### config.mk
export PLATFORM = sky130hd
export DESIGN_NAME = ysyx_24100005_lsu
export DESIGN_NICKNAME = d
export VERILOG_FILES = /design/src/rtl/ysyx_24100005_pkg.sv /design/src/rtl/ysyx_24100005_lsu_align.sv /design/src/rtl/ysyx_24100005_lsu.sv
export SDC_FILE = /design/constraint.sdc
export NUM_CORES = 1
export LEC_CHECK = 0
export BUFFER_PORTS_ARGS = -buffer_cell sky130_fd_sc_hd__buf_2
export CAP_MARGIN = 20
export CELL_PAD_IN_SITES_DETAIL_PLACEMENT = 0
export CELL_PAD_IN_SITES_GLOBAL_PLACEMENT = 1
export CORE_ASPECT_RATIO = 1.2
export CORE_MARGIN = 5
export CORE_UTILIZATION = 38
export CTS_CLUSTER_SIZE = 25
export DETAILED_ROUTE_END_ITERATION = 10
export PLACE_DENSITY = 0.87
export SETUP_SLACK_MARGIN = 0.5
export SYNTH_ARGS = -nofsm -noshare
export SYNTH_HDL_FRONTEND = slang
export SYNTH_HIERARCHICAL = 1
export SYNTH_SLANG_ARGS = --single-unit
### constraint.sdc
create_clock -name clk -period 2.9 [get_ports clk]
set_input_delay 0.435 -clock clk [delete_from_list [all_inputs] [get_ports clk]]
set_output_delay 0.435 -clock clk [all_outputs]
set_load 0.03 [all_outputs]
### src/rtl/ysyx_24100005_pkg.sv
// rtl/ysyx_24100005_pkg.sv - shared funct3 codes, LSU state type and access-size helpers
package ysyx_24100005_pkg;

    localparam logic [2:0] F3_LB  = 3'b000;
    localparam logic [2:0] F3_LH  = 3'b001;
    localparam logic [2:0] F3_LW  = 3'b010;
    localparam logic [2:0] F3_LD  = 3'b011;
    localparam logic [2:0] F3_LBU = 3'b100;
    localparam logic [2:0] F3_LHU = 3'b101;
    localparam logic [2:0] F3_LWU = 3'b110;

    localparam logic [2:0] F3_SB  = 3'b000;
    localparam logic [2:0] F3_SH  = 3'b001;
    localparam logic [2:0] F3_SW  = 3'b010;
    localparam logic [2:0] F3_SD  = 3'b011;

    typedef enum logic [1:0] {
        IDLE = 2'd0,
        REQ  = 2'd1,
        WAIT = 2'd2,
        RESP = 2'd3
    } lsu_state_t;

    // log2 of the access size in bytes
    function automatic logic [1:0] lsu_size(input logic [2:0] funct3);
        case (funct3)
            F3_LB, F3_LBU: return 2'd0;
            F3_LH, F3_LHU: return 2'd1;
            F3_LW, F3_LWU: return 2'd2;
            default:       return 2'd3;
        endcase
    endfunction

    function automatic logic lsu_legal(input logic wen, input logic [2:0] funct3, input logic is64);
        if (wen) begin
            return (funct3 == F3_SB) || (funct3 == F3_SH) || (funct3 == F3_SW) ||
                   (is64 && (funct3 == F3_SD));
        end
        case (funct3)
            F3_LB, F3_LH, F3_LW, F3_LBU, F3_LHU: return 1'b1;
            F3_LD, F3_LWU:                        return is64;
            default:                              return 1'b0;
        endcase
    endfunction

    function automatic logic lsu_misaligned(input logic [1:0] size, input logic [2:0] off);
        case (size)
            2'd0:    return 1'b0;
            2'd1:    return off[0];
            2'd2:    return |off[1:0];
            default: return |off;
        endcase
    endfunction

endpackage

### src/rtl/ysyx_24100005_lsu_align.sv
// rtl/ysyx_24100005_lsu_align.sv - store lane/mask shifting and load extract/extend
module ysyx_24100005_lsu_align #(
    parameter  int XLEN   = 32,
    localparam int STRB_W = XLEN / 8,
    localparam int OFF_W  = $clog2(XLEN / 8)
) (
    input  logic [1:0]        st_size,
    input  logic [OFF_W-1:0]  st_off,
    input  logic [XLEN-1:0]   st_wdata,
    output logic [XLEN-1:0]   st_lane_wdata,
    output logic [STRB_W-1:0] st_wmask,
    input  logic [2:0]        ld_funct3,
    input  logic [OFF_W-1:0]  ld_off,
    input  logic [XLEN-1:0]   ld_rdata,
    output logic [XLEN-1:0]   ld_data
);
    import ysyx_24100005_pkg::*;

    logic [STRB_W-1:0] w_mask_base;
    logic [XLEN-1:0]   w_shifted;

    always_comb begin
        case (st_size)
            2'd0:    w_mask_base = STRB_W'(1);
            2'd1:    w_mask_base = STRB_W'(3);
            2'd2:    w_mask_base = STRB_W'(15);
            default: w_mask_base = '1;
        endcase
    end

    // Shifting within STRB_W/XLEN drops lanes past the word boundary.
    assign st_wmask      = w_mask_base << st_off;
    assign st_lane_wdata = st_wdata << {st_off, 3'b000};

    assign w_shifted = ld_rdata >> {ld_off, 3'b000};

    always_comb begin
        case (ld_funct3)
            F3_LB:   ld_data = XLEN'(signed'(w_shifted[7:0]));
            F3_LH:   ld_data = XLEN'(signed'(w_shifted[15:0]));
            F3_LW:   ld_data = XLEN'(signed'(w_shifted[31:0]));
            F3_LBU:  ld_data = XLEN'(w_shifted[7:0]);
            F3_LHU:  ld_data = XLEN'(w_shifted[15:0]);
            F3_LWU:  ld_data = XLEN'(w_shifted[31:0]);
            default: ld_data = w_shifted;
        endcase
    end

endmodule

### src/rtl/ysyx_24100005_lsu.sv
// rtl/ysyx_24100005_lsu.sv - multi-cycle load/store unit; LSU_MISALIGN_CHECK_EN enables alignment faults
module ysyx_24100005_lsu #(
    parameter  int XLEN   = 32,
    localparam int STRB_W = XLEN / 8,
    localparam int OFF_W  = $clog2(XLEN / 8)
) (
    input  logic              clk,
    input  logic              rst,
    input  logic              req_valid,
    output logic              req_ready,
    input  logic              req_wen,
    input  logic [2:0]        req_funct3,
    input  logic [XLEN-1:0]   req_addr,
    input  logic [XLEN-1:0]   req_wdata,
    output logic              resp_valid,
    input  logic              resp_ready,
    output logic [XLEN-1:0]   resp_rdata,
    output logic              resp_err,
    output logic              mem_req_valid,
    input  logic              mem_req_ready,
    output logic [XLEN-1:0]   mem_addr,
    output logic              mem_wen,
    output logic [XLEN-1:0]   mem_wdata,
    output logic [STRB_W-1:0] mem_wmask,
    input  logic              mem_ack,
    input  logic [XLEN-1:0]   mem_rdata
);
    import ysyx_24100005_pkg::*;

    lsu_state_t        r_state;
    logic              r_req_ready;
    logic              r_resp_valid;
    logic [XLEN-1:0]   r_resp_rdata;
    logic              r_resp_err;
    logic              r_mem_req_valid;
    logic [XLEN-1:0]   r_mem_addr;
    logic              r_mem_wen;
    logic [XLEN-1:0]   r_mem_wdata;
    logic [STRB_W-1:0] r_mem_wmask;
    logic [2:0]        r_ld_funct3;
    logic [OFF_W-1:0]  r_ld_off;

    logic [OFF_W-1:0]  w_req_off;
    logic [1:0]        w_req_size;
    logic              w_misaligned;
    logic              w_req_err;
    logic [XLEN-1:0]   w_st_wdata;
    logic [STRB_W-1:0] w_st_wmask;
    logic [XLEN-1:0]   w_ld_data;

    assign w_req_off  = req_addr[OFF_W-1:0];
    assign w_req_size = lsu_size(req_funct3);

`ifdef LSU_MISALIGN_CHECK_EN
    assign w_misaligned = lsu_misaligned(w_req_size, 3'(w_req_off));
`else
    assign w_misaligned = 1'b0;
`endif

    assign w_req_err = !lsu_legal(req_wen, req_funct3, XLEN == 64) || w_misaligned;

    ysyx_24100005_lsu_align #(
        .XLEN (XLEN)
    ) u_align (
        .st_size       (w_req_size),
        .st_off        (w_req_off),
        .st_wdata      (req_wdata),
        .st_lane_wdata (w_st_wdata),
        .st_wmask      (w_st_wmask),
        .ld_funct3     (r_ld_funct3),
        .ld_off        (r_ld_off),
        .ld_rdata      (mem_rdata),
        .ld_data       (w_ld_data)
    );

    always_ff @(posedge clk) begin
        if (rst) begin
            r_state         <= IDLE;
            r_req_ready     <= 1'b1;
            r_resp_valid    <= 1'b0;
            r_resp_rdata    <= '0;
            r_resp_err      <= 1'b0;
            r_mem_req_valid <= 1'b0;
            r_mem_addr      <= '0;
            r_mem_wen       <= 1'b0;
            r_mem_wdata     <= '0;
            r_mem_wmask     <= '0;
            r_ld_funct3     <= '0;
            r_ld_off        <= '0;
        end else begin
            case (r_state)
                IDLE: begin
                    if (req_valid) begin
                        r_req_ready <= 1'b0;
                        r_ld_funct3 <= req_funct3;
                        r_ld_off    <= w_req_off;
                        if (w_req_err) begin
                            // Rejected accesses never reach the bus.
                            r_state      <= RESP;
                            r_resp_valid <= 1'b1;
                            r_resp_err   <= 1'b1;
                            r_resp_rdata <= '0;
                        end else begin
                            r_state         <= REQ;
                            r_mem_req_valid <= 1'b1;
                            r_mem_addr      <= {req_addr[XLEN-1:OFF_W], {OFF_W{1'b0}}};
                            r_mem_wen       <= req_wen;
                            r_mem_wdata     <= req_wen ? w_st_wdata : '0;
                            r_mem_wmask     <= req_wen ? w_st_wmask : '0;
                        end
                    end
                end
                REQ: begin
                    // An ack coinciding with the handshake is deliberately not consumed.
                    if (mem_req_ready) begin
                        r_state         <= WAIT;
                        r_mem_req_valid <= 1'b0;
                    end
                end
                WAIT: begin
                    if (mem_ack) begin
                        r_state      <= RESP;
                        r_resp_valid <= 1'b1;
                        r_resp_err   <= 1'b0;
                        r_resp_rdata <= r_mem_wen ? '0 : w_ld_data;
                    end
                end
                RESP: begin
                    if (resp_ready) begin
                        r_state      <= IDLE;
                        r_resp_valid <= 1'b0;
                        r_req_ready  <= 1'b1;
                        r_mem_wen    <= 1'b0;
                        r_mem_wmask  <= '0;
                    end
                end
                default: r_state <= IDLE;
            endcase
        end
    end

    assign req_ready     = r_req_ready;
    assign resp_valid    = r_resp_valid;
    assign resp_rdata    = r_resp_rdata;
    assign resp_err      = r_resp_err;
    assign mem_req_valid = r_mem_req_valid;
    assign mem_addr      = r_mem_addr;
    assign mem_wen       = r_mem_wen;
    assign mem_wdata     = r_mem_wdata;
    assign mem_wmask     = r_mem_wmask;

endmodule

==> results.cfg, run 1 <==
[global_route]
grt_pass1_vias = 4997
grt_pass1_wl_mm = 25.55
grt_busiest_layer = met2
grtUsageTotal_pct = 18.27
grt-ovfl-total = 0
use_met2_pct = 30.31
grt_max_degree = 45
grt_use_met1_pct = 22.28
use_met3_pct = 6.378
antenna_found_initial = 0

[floorplan]
pin_count = 211
die_x_um = 121.5
die-area_mm2 = 0.01746
initial_core_util_pct = 38.18
fp.dieH_um = 143.7
num_rows = 49
core-area_mm2 = 0.01484

[critical_path]
critPathKind = flip-flop to flip-flop
endpoint_kind = flip-flop
worstPathRequired_ns = 3.20
crit_fanout = 16
crit_arrival_ns = 2.46
worstSetupStartpointType = flip-flop

[yosys]
avgSynthCellArea_um2 = 8.354
synth_xor_area_share_pct = 0.1546
synth_largest_area_cell = dfxtp_1
synthArstFlopShare_pct = 0
synth_mux_area_share_pct = 13.17
synth_area_mm2 = 0.005664
ys_top_cells_by_area = dfxtp_1, mux2i_1, nand2_1, a22oi_1, a21oi_1
synth_top_area_share_pct = 38.88
yosysMostFrequentCell = nand2_1
synth-edff-count = 0
synth-compound-area-share_pct = 18.38
netlist_instances = 678
synth_cell_types = 50
synth_fa_ha_area_share_pct = 0.8836
synthTopCellsByCount = nand2_1, dfxtp_1, nor2_1
synth_top_family_by_area = simple AND/OR/NAND/NOR gates
ys.flop_type = dfxtp_1
yosys.area_share.simple_pct = 22.44
synth_warnings = 6
synth-seq-cells = 110
ys_seq_area_share_pct = 38.88

[place]
dp_slack_ns = 0.7394
port_buffers = 208
hpwl_mm = 12.03
place_inst = 1048
gp_congestion = 0.8403

[timing]
min_period_over_period_pct = 74.27
setup_tns_ns = 0
timing_hold_violations_final = 0
maxSlewViolCount = 0
fmax_ghz = 0.4643
layout_min_cycle_time_ns = 2.154
fin_ws_ns = 0.7463
setup_viol_count_final = 0
rsz0062_at_grt = false
worstMarginPinSlew_ns = 0.7711
skew_ns = 0.005342
slew_headroom_pct = 48.20

[clock_network]
root_buffer = clkbuf_16
cts_hold_buf = 0
cts_resized = 0
cts_buffers = 9
cts_tree = done
cts_setup_buffers = 0
clockBufferDepth = 2
cts_max_level = 3
clk_pin_slew_ns = 0.08
clock_sinks = 110
clk_latency_ns = 0.36

[detailed_routing]
routedWlPerCell_um = 15.38
drt-pass1-iter-count = 4
vias = 5333
drcViolationCount = 0
wirelength_mm = 16.36
vias_per_cell = 5.012
drtIter0Drc = 353
ant_nets = 0

[final_layout]
n_antenna_cell = 0
syn_to_final_growth_pct = 25.23
fill_cells = 1565
fin_nets = 965
drive_gt1_share_pct = 31.51
finalNonFillerCells = 1064

[status]
status = complete, no violations

[flow_run]
cap_violations = 0

[power_and_ir_drop]
p_per_area_mw_per_mm2 = 692.4
ir_worst_vdd_v = 0.0003853
p_sw_mw = 1.888
p_total_mw = 4.911
combPwrFrac_pct = 39.5
clkPwrFrac_pct = 24.9
p_int_mw = 3.022
seq_power_share_pct = 35.6
swShare_pct = 38.45
power_leakage_nw = 3.245

[min_path]
hold_path_class = input pin to flip-flop
-- final timing paths --
check,startpoint,to,slack (ns),depth (start not counted)
worst min register to register,mem_addr[13],mem_addr[13],0.45,2
worst min-delay path,mem_req_ready,mem_req_valid,0.28,2
worst max-delay path,r_state[0],mem_wmask[0],0.75,7
worst max register to register,r_state[0],mem_wmask[0],0.75,7
-- logic make-up (layout without fill, tap and decap cells) --
family,Yosys count,in the layout
AO/OA/AOI/OAI,156,156
adder cells (fa/ha/maj),4,4
XOR/XNOR,1,1
AND/OR/NAND/NOR,270,270
multiplexers,72,72
flip-flops,110,110
other,1,2
buffers and inverters,64,245
-- routing by layer --
metal  wire, um  up-vias
met5          0        -
met4        262        0
met3       1424       17
met2       7818      171
met1       6855     2444
li1           -     2701
-- cell usage in the layout, fill, tap and decap left out, drive strengths merged, types with 2 or more instances in the layout --
cell type / n
buf: 223
nand2: 123
dfxtp: 110
nor2: 57
mux2i: 55
a21oi: 55
a22oi: 49
nand2b: 34
nand3: 19
o21ai: 18
mux2: 17
nor2b: 13
a211oi: 10
and2: 9
clkbuf: 9
a221oi: 9
inv: 8
a22o: 4
ha: 4
and2b: 4
a31oi: 3
clkinvlp: 3
nor3b: 3
a21o: 2
conb: 2
nor3: 2
o211ai: 2
clkinv: 2
-- critical path: stages (launching register included) --
cell     delay [ns]
dfxtp_1        0.35
inv_1          0.09
ha_1           0.39
and2_1         0.35
and4b_1        0.23
buf_4          0.22
nor3b_4        0.31
a22o_1         0.18
-- flip-flops by register name (all words and copies together), names as in the netlist, 2 cells and up --
register     cells
r_ld_funct3      3
r_ld_off         2
mem_wmask        4
mem_wdata       32
r_state          2
mem_addr        30
resp_rdata      32
-- power by group through the flow --
stage / combinational [mW] / clock [mW] / sequential (mW)
after global placement: 1.91 / 0 / 1.78
after floorplan: 1.26 / 0 / 2.00
after global routing: 2.12 / 1.34 / 1.77
final: 1.94 / 1.22 / 1.75
after detailed placement: 1.96 / 0 / 1.78
after CTS: 1.96 / 1.27 / 1.75
-- stage by stage --
| step | area [um^2] | utilization, % | hold WS, ns |
|---|---|---|---|
| 2_1_floorplan | 5668 | - | 0.4668 |
| 3_3_place_gp | 6773 | 45.65 | 0.4387 |
| 3_5_place_dp | 6800 | 45.83 | 0.4432 |
| 4_1_cts | 7093 | 47.81 | 0.2595 |
| 5_1_grt | 7093 | 47.81 | 0.2669 |
| 6_report | 7093 | 47.81 | 0.2758 |
-- final cells by class --
cell class | instances | area [um^2] | share of cell area, %
multi-input combinational | 505 | 3144 | 44.33
tap | 204 | 255.2 | 3.599
clock buffer | 9 | 225.2 | 3.175
clock inverter | 7 | 67.56 | 0.9525
timing repair buffer | 223 | 1176 | 16.58
inverter | 6 | 22.52 | 0.3175
sequential | 110 | 2202 | 31.05
(Power assumes the default switching activity.)
==> inputs of run 2 (changes only) <==
- CORE_UTILIZATION: 38 -> 32
- PLACE_DENSITY: 0.87 -> 0.78
- clock period: 2.9 -> 1.9 ns (I/O delays scaled with it)
==> run 2 against run 1 <==
  * First-iteration DRC count fell by 16%
  * Hold slack got worse by 0.14 ns
  * Wire length rose by 25%
  * Largest cell class unchanged
==> results.cfg, run 2 (synthesis results as in run 1) <==
[clock_network]
clk_pin_slew_ns = 0.08
cts_buffers = 9
clk_latency_ns = 0.36
cts_max_level = 3
root_buffer = clkbuf_16
cts_hold_buf = 0
cts_tree = done
clock_sinks = 110
clockBufferDepth = 2

[global_route]
grtUsageTotal_pct = 18.19
grt_max_degree = 92
grt_pass1_wl_mm = 30.27
grt_pass1_vias = 5515
grt-ovfl-total = 0
antenna_found_initial = 0

[timing]
slew_headroom_pct = 60.04
timing_hold_violations_final = 0
fin_ws_ns = 0.2561
fin_hold_ws_ns = 0.1329
setup_tns_ns = 0
setup_viol_count_final = 0
min_period_over_period_pct = 86.52
fmax_ghz = 0.6083
layout_min_cycle_time_ns = 1.644
skew_ns = 0.008874
maxSlewViolCount = 0
rsz0062_at_grt = true
worstMarginPinSlew_ns = 0.5988

[detailed_routing]
routedWlPerCell_um = 18.39
vias_per_cell = 5.172
ant_nets = 0
drt-pass1-iter-count = 5
vias = 5772
drtIter0Drc = 295
drcViolationCount = 0
wirelength_mm = 20.52

[min_path]
hp-start = mem_req_ready
holdPathStages = 2
hold_path_class = input pin to flip-flop

[power_and_ir_drop]
p_per_area_mw_per_mm2 = 1087
ir_worst_vdd_v = 0.0004523
power_leakage_nw = 3.763
p_total_mw = 9.053

[final_layout]
fin_area_mm2 = 0.008325
n_antenna_cell = 0
fill_cells = 1706
final_util_pct = 47.74
layout.cells.most_common = buf_2
mostFrequentLayoutCells = buf_2, dfxtp_1, nand2_1
drive_gt1_share_pct = 46.32
syn_to_final_growth_pct = 46.98
finalNonFillerCells = 1116
fin_nets = 1001

[critical_path]
crit_fanout = 8
r2r_slack_ns = 0.26
worstSetupStartpointType = flip-flop
r2r_end = resp_rdata[15]
crit_arrival_ns = 1.92
critPathKind = flip-flop to flip-flop
rr_worst_depth = 8
endpoint_kind = flip-flop
worstPathRequired_ns = 2.18
r2r_start = r_state[0]
endpoint = resp_rdata[15]
crit_path_start = r_state[0]

[place]
placed_area_mm2 = 0.006967
hpwl_mm = 13.05
gp_congestion = 0.8203
port_buffers = 208
place_inst = 1070
dp_slack_ns = 0.1823

[floorplan]
fp.dieH_um = 155.7
pin_count = 211
die_x_um = 131.5
core-area_mm2 = 0.01744
num_rows = 53
die-area_mm2 = 0.02047
initial_core_util_pct = 32.48

[status]
status = complete, no violations

[flow_run]
cap_violations = 0
-- run 2: critical path, stage by stage (launching register included) --
cell and delay (ns):
dfxtp_4 0.36, inv_4 0.07, ha_4 0.16, buf_6 0.10, and2b_4 0.18, nor2_4 0.05, o211ai_4 0.17, clkbuf_16 0.26
mux2i_1 0.21
-- run 2: layout make-up --
cell class / count / area (um^2) / share of cell area (%)
multi-input combinational: 505 / 3694 / 44.36
sequential: 110 / 2217 / 26.63
timing repair buffer: 259 / 1790 / 21.51
tap: 220 / 275.3 / 3.306
clock buffer: 9 / 225.2 / 2.705
clock inverter: 7 / 96.34 / 1.157
inverter: 6 / 27.53 / 0.3306
-- run 2: worst min path at each step --
stage	end	slack, ns
after detailed placement	mem_addr[26]	0.44
after global placement	mem_addr[27]	0.44
after CTS	mem_req_valid	0.12
after floorplan	mem_req_valid	0.39
after global routing	mem_req_valid	0.12
final	mem_req_valid	0.13
-- run 2: power breakdown --
| part | total [mW] | switching, mW | leakage [nW] | internal, mW |
|---|---|---|---|---|
| sequential | 2.75 | 0.216 | 0.894 | 2.53 |
| clock | 2.10 | 0.939 | 0.160 | 1.16 |
| combinational | 4.20 | 2.27 | 2.71 | 1.93 |
-- run 2: timing repair --
item,in CTS,in global routing
gates cloned,8,4
endpoints found under the setup margin,103,104
pin swaps,56,54
buffers inserted,11,7
gates resized for setup,60,96
-- run 2: routing by layer --
layer | routed length, um | vias to the layer above | share of wire (%) | track usage [%]
li1 | - | 2784 | - | -
met1 | 8198 | 2750 | 40 | 22.14
met2 | 10340 | 206 | 50 | 31.05
met3 | 1546 | 32 | 7.5 | 5.839
met4 | 436 | 0 | 2.1 | 5.096
met5 | 0 | - | 0 | 0
